### config.mk
export PLATFORM = sky130hd
export DESIGN_NAME = membrane_spike_encoder
export DESIGN_NICKNAME = d
export VERILOG_FILES = /design/src/rtl/membrane_spike_encoder.sv
export SDC_FILE = /design/constraint.sdc
export NUM_CORES = 1
export LEC_CHECK = 0
export CORE_AREA = 3 3 289 291
export DETAILED_ROUTE_END_ITERATION = 12
export DIE_AREA = 0 0 292 294
export GPL_ROUTABILITY_DRIVEN = 0
export PLACE_DENSITY_LB_ADDON = 0.05
export SETUP_SLACK_MARGIN = 0.1
export SLEW_MARGIN = 20
export SYNTH_ARGS = -nofsm -noshare
export SYNTH_HDL_FRONTEND = slang
export SYNTH_SLANG_ARGS = --single-unit
### constraint.sdc
create_clock -name clk -period 5.8 [get_ports clk]
set_input_delay 0.58 -clock clk [delete_from_list [all_inputs] [get_ports clk]]
set_output_delay 0.58 -clock clk [all_outputs]
set_load 0.02 [all_outputs]
### src/rtl/membrane_spike_encoder.sv
// membrane_spike_encoder
// Takes one set of updated neuron membranes and compares each against a signed
// threshold. It returns post-fire membranes for SRAM writeback as a one-cycle strobe,
// then sends fired neuron indices as AER events in ascending order over valid/ready.
// Optional build macro: SOFT_RESET_EN. When it is defined, fired neurons are written
// back as (membrane - threshold). When it is undefined, fired neurons are written back as 0.
module membrane_spike_encoder #(
  parameter int unsigned BIT_WIDTH_MEMBRANE = 17,
  parameter int unsigned NEURON_NUM_IN_SET  = 20,
  parameter int unsigned BIT_WIDTH_INDEX    = 5,
  parameter int unsigned BIT_WIDTH_SET_ID   = 8
) (
  input  logic                                             clk,
  input  logic                                             reset_n,
  input  logic                                             set_valid_i,
  output logic                                             set_ready_o,
  input  logic [BIT_WIDTH_MEMBRANE*NEURON_NUM_IN_SET-1:0]  membrane_i,
  input  logic [BIT_WIDTH_SET_ID-1:0]                      set_id_i,
  input  logic [BIT_WIDTH_MEMBRANE-1:0]                    threshold_i,
  output logic                                             membrane_wb_valid_o,
  output logic [BIT_WIDTH_MEMBRANE*NEURON_NUM_IN_SET-1:0]  membrane_wb_o,
  output logic [BIT_WIDTH_SET_ID-1:0]                      membrane_wb_set_id_o,
  output logic [BIT_WIDTH_INDEX:0]                         fire_count_o,
  output logic                                             spike_valid_o,
  input  logic                                             spike_ready_i,
  output logic [BIT_WIDTH_SET_ID+BIT_WIDTH_INDEX-1:0]      spike_addr_o,
  output logic                                             spike_last_o
);

  localparam int unsigned W  = BIT_WIDTH_MEMBRANE;
  localparam int unsigned N  = NEURON_NUM_IN_SET;
  localparam int unsigned IW = BIT_WIDTH_INDEX;
  localparam int unsigned SW = BIT_WIDTH_SET_ID;
  localparam int unsigned CW = BIT_WIDTH_INDEX + 1;
  localparam int unsigned AW = BIT_WIDTH_SET_ID + BIT_WIDTH_INDEX;

  localparam logic [1:0] IDLE = 2'd0;
  localparam logic [1:0] WB   = 2'd1;
  localparam logic [1:0] EMIT = 2'd2;

  // Index of the lowest set bit. The result is 0 for an empty mask, which the callers never pass.
  function automatic logic [IW-1:0] lowest_idx(input logic [N-1:0] m);
    logic [IW-1:0] idx;
    idx = '0;
    for (int i = N - 1; i >= 0; i--) begin
      if (m[i]) idx = IW'(i);
    end
    return idx;
  endfunction

  // Number of set bits in a fire mask.
  function automatic logic [CW-1:0] popcount(input logic [N-1:0] m);
    logic [CW-1:0] cnt;
    cnt = '0;
    for (int i = 0; i < N; i++) begin
      cnt = cnt + CW'(m[i]);
    end
    return cnt;
  endfunction

  // True when exactly one bit of the mask is set.
  function automatic logic is_onehot(input logic [N-1:0] m);
    return (m != '0) && ((m & (m - N'(1))) == '0);
  endfunction

  logic [1:0]      state_q, state_d;
  logic [N-1:0]    mask_q, mask_d;
  logic [SW-1:0]   set_id_q, set_id_d;
  logic            set_ready_q, set_ready_d;
  logic            wb_valid_q, wb_valid_d;
  logic [W*N-1:0]  wb_data_q, wb_data_d;
  logic [CW-1:0]   fire_count_q, fire_count_d;
  logic            spike_valid_q, spike_valid_d;
  logic [AW-1:0]   spike_addr_q, spike_addr_d;
  logic            spike_last_q, spike_last_d;

  logic [N-1:0]    accept_mask_c;
  logic [W*N-1:0]  accept_wb_c;
  logic [CW-1:0]   accept_count_c;
  logic [N-1:0]    mask_next_c;

  // Threshold compare and post-fire membrane values for the set currently offered.
  always_comb begin
    accept_mask_c = '0;
    accept_wb_c   = membrane_i;
    for (int i = 0; i < N; i++) begin
      if ($signed(membrane_i[i*W +: W]) >= $signed(threshold_i)) begin
        accept_mask_c[i] = 1'b1;
`ifdef SOFT_RESET_EN
        accept_wb_c[i*W +: W] = membrane_i[i*W +: W] - threshold_i;
`else
        accept_wb_c[i*W +: W] = '0;
`endif
      end
    end
    accept_count_c = popcount(accept_mask_c);
  end

  // Next-state and next-output logic for the accept / writeback / emit sequence.
  always_comb begin
    state_d       = state_q;
    mask_d        = mask_q;
    set_id_d      = set_id_q;
    set_ready_d   = set_ready_q;
    wb_valid_d    = 1'b0;
    wb_data_d     = wb_data_q;
    fire_count_d  = fire_count_q;
    spike_valid_d = spike_valid_q;
    spike_addr_d  = spike_addr_q;
    spike_last_d  = spike_last_q;
    // Mask with the lowest set bit removed: the bit for the event being handed off.
    mask_next_c   = mask_q & (mask_q - N'(1));

    case (state_q)
      IDLE: begin
        set_ready_d = 1'b1;
        if (set_valid_i) begin
          state_d      = WB;
          set_ready_d  = 1'b0;
          mask_d       = accept_mask_c;
          set_id_d     = set_id_i;
          wb_valid_d   = 1'b1;
          wb_data_d    = accept_wb_c;
          fire_count_d = accept_count_c;
        end
      end

      WB: begin
        if (mask_q != '0) begin
          state_d       = EMIT;
          spike_valid_d = 1'b1;
          spike_addr_d  = {set_id_q, lowest_idx(mask_q)};
          spike_last_d  = is_onehot(mask_q);
        end else begin
          state_d     = IDLE;
          set_ready_d = 1'b1;
        end
      end

      EMIT: begin
        if (spike_ready_i) begin
          mask_d = mask_next_c;
          if (mask_next_c == '0) begin
            state_d       = IDLE;
            set_ready_d   = 1'b1;
            spike_valid_d = 1'b0;
            spike_last_d  = 1'b0;
          end else begin
            spike_addr_d = {set_id_q, lowest_idx(mask_next_c)};
            spike_last_d = is_onehot(mask_next_c);
          end
        end
      end

      default: begin
        state_d       = IDLE;
        mask_d        = '0;
        set_ready_d   = 1'b1;
        spike_valid_d = 1'b0;
        spike_last_d  = 1'b0;
      end
    endcase
  end

  // State and output registers with synchronous active-low reset.
  always_ff @(posedge clk) begin
    if (!reset_n) begin
      state_q       <= IDLE;
      mask_q        <= '0;
      set_id_q      <= '0;
      set_ready_q   <= 1'b1;
      wb_valid_q    <= 1'b0;
      wb_data_q     <= '0;
      fire_count_q  <= '0;
      spike_valid_q <= 1'b0;
      spike_addr_q  <= '0;
      spike_last_q  <= 1'b0;
    end else begin
      state_q       <= state_d;
      mask_q        <= mask_d;
      set_id_q      <= set_id_d;
      set_ready_q   <= set_ready_d;
      wb_valid_q    <= wb_valid_d;
      wb_data_q     <= wb_data_d;
      fire_count_q  <= fire_count_d;
      spike_valid_q <= spike_valid_d;
      spike_addr_q  <= spike_addr_d;
      spike_last_q  <= spike_last_d;
    end
  end

  assign set_ready_o          = set_ready_q;
  assign membrane_wb_valid_o  = wb_valid_q;
  assign membrane_wb_o        = wb_data_q;
  assign membrane_wb_set_id_o = set_id_q;
  assign fire_count_o         = fire_count_q;
  assign spike_valid_o        = spike_valid_q;
  assign spike_addr_o         = spike_addr_q;
  assign spike_last_o         = spike_last_q;

endmodule

# == Word level (Yosys, flattened, before mapping) ==
# Index checks and enable logic that the tools add are counted.
# totals
ff_bits,393
inputBits,369
out_inout_bits,371
word_cells,185
# op_classes
addsub,21
magnitude_cmp,20
n_eq_ne,8
mux,106
n_bitwise,4
reduce_logical,16
# ops
cell,count
17-bit greater-or-equal comparator,20
17-bit two-way mux,20
5-bit two-way mux,40
6-bit by 1-bit adder with 6-bit output,14
20-bit case mux with 3 select lines,1
20-bit bitwise AND,2
20-bit zero test,2
20-bit two-way mux,2
20-bit nonzero test,2
"20-bit by 1-bit subtractor with 20-bit output, second input constant",2
13-bit two-way mux,3
1-bit two-way mux,31
13-bit case mux with 2 select lines,1
"2-bit inequality test, second input constant",6
3-bit AND reduction,4
1-bit case mux with 3 select lines,3
2-bit two-way mux,4
4-bit AND reduction,2
5-bit by 1-bit adder with 6-bit output,1
2-bit case mux with 3 select lines,1
4-bit by 1-bit adder with 5-bit output,1
3-bit by 1-bit adder with 4-bit output,1
2-bit AND reduction,2
2-bit by 1-bit adder with 3-bit output,1
7 further kinds,9

# == Longest topological paths before layout ==
# logic_depth
word_depth,25
ltp_mapped,27
depth_no_buf,25

# == Worst setup path before layout ==
# Ideal clock, no wire load.
# synth_path
path_kind,in2reg
from,input port threshold_i[1]
to,register fire_count_q[2] (netlist: fire_count_o[2])
t_arrival_ns,6.147
required_ns,5.668
slack_ns,-0.479
cell_stages,26
n_path_buf,2
path_cell_list,inv_1 -> ha_1 -> nor2b_1 -> o21a_1 -> o21ai_0 -> nand2b_1 -> a21oi_1 -> o211a_1 -> o211a_1 -> clkbuf_1 -> buf_1 -> inv_1 -> fa_1 -> inv_1 -> fa_1 -> fa_1 -> fa_1 -> fa_1 -> inv_1 -> ha_1 -> inv_1 -> fa_1 -> nor2b_1 -> nor2_1 -> o21ai_0 -> a21oi_1
# synth_via
elab_chain_cells,21
word_cells_on_any_way,59
cone_classes,add/sub: 19; order compare: 20; mux: 20
# synth_rtl
item,line,rtl
start: declaration,19,"input logic [BIT_WIDTH_MEMBRANE-1:0] threshold_i,"
17-bit greater-or-equal comparator,87,if ($signed(membrane_i[i*W +: W]) >= $signed(threshold_i)) begin
1-bit two-way mux,87,
1-bit by 1-bit adder with 2-bit output,56,cnt = cnt + CW'(m[i]);
2-bit by 1-bit adder with 3-bit output,56,
3-bit by 1-bit adder with 4-bit output,56,
4-bit by 1-bit adder with 5-bit output,56,
5-bit by 1-bit adder with 6-bit output,56,
6-bit by 1-bit adder with 6-bit output (13 in a row),56,
6-bit by 1-bit adder with 6-bit output *,56,
end signal: assignment,185,fire_count_q <= fire_count_d;
end: declaration,72,"logic [CW-1:0] fire_count_q, fire_count_d;"
# Mark *: on every way between the ends. The rest lies on a longest branch, timed or not.
# A chain may end at the register's enable or synchronous reset.

# == Worst setup path after layout ==
# layout_path
from,input port membrane_i[267]
to,register fire_count_q[2] (netlist: fire_count_o[2])
# layout_via
elab_chain_cells,7
# layout_rtl
item,line,rtl
start: declaration,17,"input logic [BIT_WIDTH_MEMBRANE*NEURON_NUM_IN_SET-1:0] membrane_i,"
17-bit greater-or-equal comparator,87,
1-bit two-way mux,87,
6-bit by 1-bit adder with 6-bit output (5 in a row),56,
# No other way between the ends.

==> metrics.cfg <==
[sta]
whs_ns = 0.344
tightest_slew_ns = 1.08
slew_headroom_pct = 28.1
fin_skew_ns = 0.00853
finalCritPeriodShare_pct = 96.0
finalSetupViolations = 0
max_freq_mhz = 180
finalHoldViolCount = 0
fin_crit_ns = 5.57
maxSlewViolCount = 0

[hold_path]
min-delay-start = membrane_i[187]
hold_path_end = membrane_wb_o[187]$_SDFFE_PN0P_
hp-class = primary input to flip-flop
holdPathStages = 3

[critical_path]
end_kind = flip-flop
rr_endpoint = spike_addr_o[10]$_SDFFE_PN0P_
r2r_start = mask_q[4]$_SDFFE_PN0P_
cp-start-kind = primary input
cp.arrival_ns = 6.00
ff2ff_setup_slack_ns = 2.06
cp_max_fo = 2
cp.required_ns = 6.24
reg2reg_depth = 9
critPathKind = primary input to flip-flop

[synthesis]
synth_cell_type_count = 73
yosysWarnings = 0
synth_top_cell_by_area = dfxtp_1
yosys-top-cells-area = dfxtp_1 (33%), ha_1 (18%), a22o_1 (6.3%)
seq_area_frac_synth_pct = 33.0
synth_top_area_share_pct = 33.0
synthArstFlopShare_pct = 0
netlist_area_sq_um = 23800
yosysMostFrequentCell = dfxtp_1
synth.avg_cell_area_sq_um = 8.99
synthCells = 2644
synth_common_cells = dfxtp_1 (392), ha_1 (350), nand3_1 (283), clkbuf_1 (175), a22o_1 (172)
synth_edf_count = 0
synth_seq_cells = 392
synth_ff_type = dfxtp_1
syn_nets = 3377

[floorplanning]
coreArea_sq_um = 80800
start_util_pct = 29.4
rows = 104
fp.dieH_um = 294
io_pins = 740
die-area_sq_um = 85800
die_w_um = 292

[global_route]
antenna_found_initial = 17
overflow = 0
grt_max_degree = 269
grt_pass1_wl_um = 175000
gr-usage-all-layers_pct = 26.9
grt_pass1_vias = 25140

[route]
drt_iter0_markers = 1645
dr_total_vias = 25442
wire_per_inst_um = 26.5
drcViolationCount = 0
firstDrtPassIters = 5
vias_per_cell = 5.56
wl_um = 121000
antenna_left = 0

[placement]
place_inst = 4463
dp_hpwl_um = 95100
io_buffer_count = 738

[pwr]
power.density_nw_per_um2 = 277
irDropWorstVdd_mv = 0.235
cellLeakagePower_uw = 0.0147

[final_layout]
fillers = 7786
final_nets = 4209
syn_to_final_growth_pct = 51.0
multiInputGateArea_sq_um = 15100
layout-drive-gt1-share_pct = 11.9
instances_no_fill = 4574
final-seq-area_sq_um = 7850

[clock_tree]
clkTransAtPathRegs_ns = 0.06
numCtsBuffers = 47
cts_sinks = 392
h-tree-depth = 2
ctsRootBufferMaster = clkbuf_16
clk_latency_ns = 0.59
cts_tree = done
cts_max_path_buffers = 3
hold_buffers = 0

[outcome]
outcome = completed

[job]
maxCapViolations = 0

==> registers in the layout (all words and copies together) (netlist names) <==
register	flops
membrane_wb_o	340
fire_count_o	5
set_ready_o	1
membrane_wb_set_id_o	8
membrane_wb_valid_o	1
spike_last_o	1
spike_addr_o	13
spike_valid_o	1
state_q	2
mask_q	20
==> worst max-delay path: stages <==
cell and delay [ns]:
clkdlybuf4s50_1 0.54, ha_1 0.38, nand4_1 0.16, nor4_2 0.35
a41oi_2 0.19, a21oi_2 0.18, buf_4 0.15, fa_1 0.42
inv_2 0.07, fa_1 0.44, fa_1 0.51, fa_1 0.58
fa_1 0.42, inv_1 0.07, ha_2 0.18, inv_2 0.04
fa_2 0.36, nor2b_2 0.14, nor2_1 0.05, o21ai_1 0.12
a21oi_1 0.07
==> report_power, final <==
part           internal [uW]  leakage, uW  switching (uW)  total (uW)
registers               2900      0.00319             168        3070
logic                   1710       0.0108            2130        3840
clock network           1750     0.000743            1270        3020
total                   6370       0.0147            3570        9930
==> stage by stage <==
stage | power, uW | utilization, % | cell area [sq um] | TNS [ns] | setup slack, ns
after floorplan | 5190 | - | 23900 | 0 | 0.0109
after global placement | 6810 | 41.8 | 33800 | -2.79 | -0.738
after detailed placement | 6840 | 41.8 | 33800 | -2.99 | -0.774
after CTS | 9910 | 43.8 | 35400 | 0 | 0.103
after global routing | 10500 | 44.4 | 35900 | -0.0451 | -0.0451
final | 9930 | 44.4 | 35900 | 0 | 0.232
==> how the worst max path moves through the flow <==
stage          cells after the start       startpoint  slack, ns                            to
2_1_floorplan                     24   threshold_i[1]       0.01  fire_count_o[3]$_SDFFE_PN0P_
3_3_place_gp                      24   threshold_i[3]      -0.74  fire_count_o[3]$_SDFFE_PN0P_
3_5_place_dp                      26   threshold_i[3]      -0.77  fire_count_o[2]$_SDFFE_PN0P_
4_1_cts                           24  threshold_i[11]       0.10  fire_count_o[2]$_SDFFE_PN0P_
5_1_grt                           21  membrane_i[267]      -0.05  fire_count_o[2]$_SDFFE_PN0P_
6_report                          21  membrane_i[267]       0.23  fire_count_o[2]$_SDFFE_PN0P_
==> placed cells by master (no fill, tap or decap), types with 12 or more instances in the layout <==
cell and instances:
o21ai_1 14, a21oi_1 133, nand2_1 115, dfxtp_1 392, a22o_1 172, ha_1 342
buf_12 27, nor2_1 64, a31oi_1 18, clkdlybuf4s50_1 694, dlymetal6s2s_1 38, clkbuf_16 48
fa_1 12, a21o_1 83, a32o_1 18, nand2b_1 26, buf_4 220, nor3_1 29
nor2b_1 37, nor4_1 13, o21a_1 28, a22oi_1 20, a211oi_1 13, nand3_1 280
nand4_1 165, clkbuf_1 14, inv_1 52, o211ai_1 123, o21ai_0 54
==> layer usage <==
metal / global-route usage [%] / up-vias / wire length (um) / share of wire (%)
li1: - / 11862 / - / -
met1: 32.2 / 12459 / 49300 / 41
met2: 49.1 / 939 / 61000 / 50
met3: 5.83 / 158 / 8150 / 6.7
met4: 6.36 / 24 / 2790 / 2.3
met5: 0 / - / 170 / 0.14
==> area by class of cell <==
class	instances	share of cell area, %
Multi-Input combinational cell	1973	42.1
Timing Repair Buffer	989	27.1
Sequential cell	392	21.9
Clock buffer	70	3.80
Tap cell	1060	3.70
Inverter	73	0.928
Clock inverter	13	0.457
Antenna cell	4	0.0279
==> cells by family (layout without fill, tap and decap cells) <==
| logic type | Yosys count | count (layout) | synth area share, % |
|---|---|---|---|
| AOI/OAI and AO/OA | 787 | 787 | 24.3 |
| buffers and inverters | 279 | 1145 | 4.67 |
| DFF | 392 | 392 | 33.0 |
| other | 1 | 5 | 0.0158 |
| adders and majority gates | 367 | 367 | 19.7 |
| xor gates and xnor gates | 2 | 2 | 0.0737 |
| and+or+nand+nor | 806 | 806 | 17.8 |
| muxes | 10 | 10 | 0.426 |
==> what timing repair did <==
action | CTS | global route
setup endpoints to repair | 4 | 4
pin swaps | 2 | 39
resized for setup | 17 | 102
buffers inserted | 2 | 21
hold endpoints to repair | 0 | 0
Note: power is estimated with default switching activity, not from simulation.
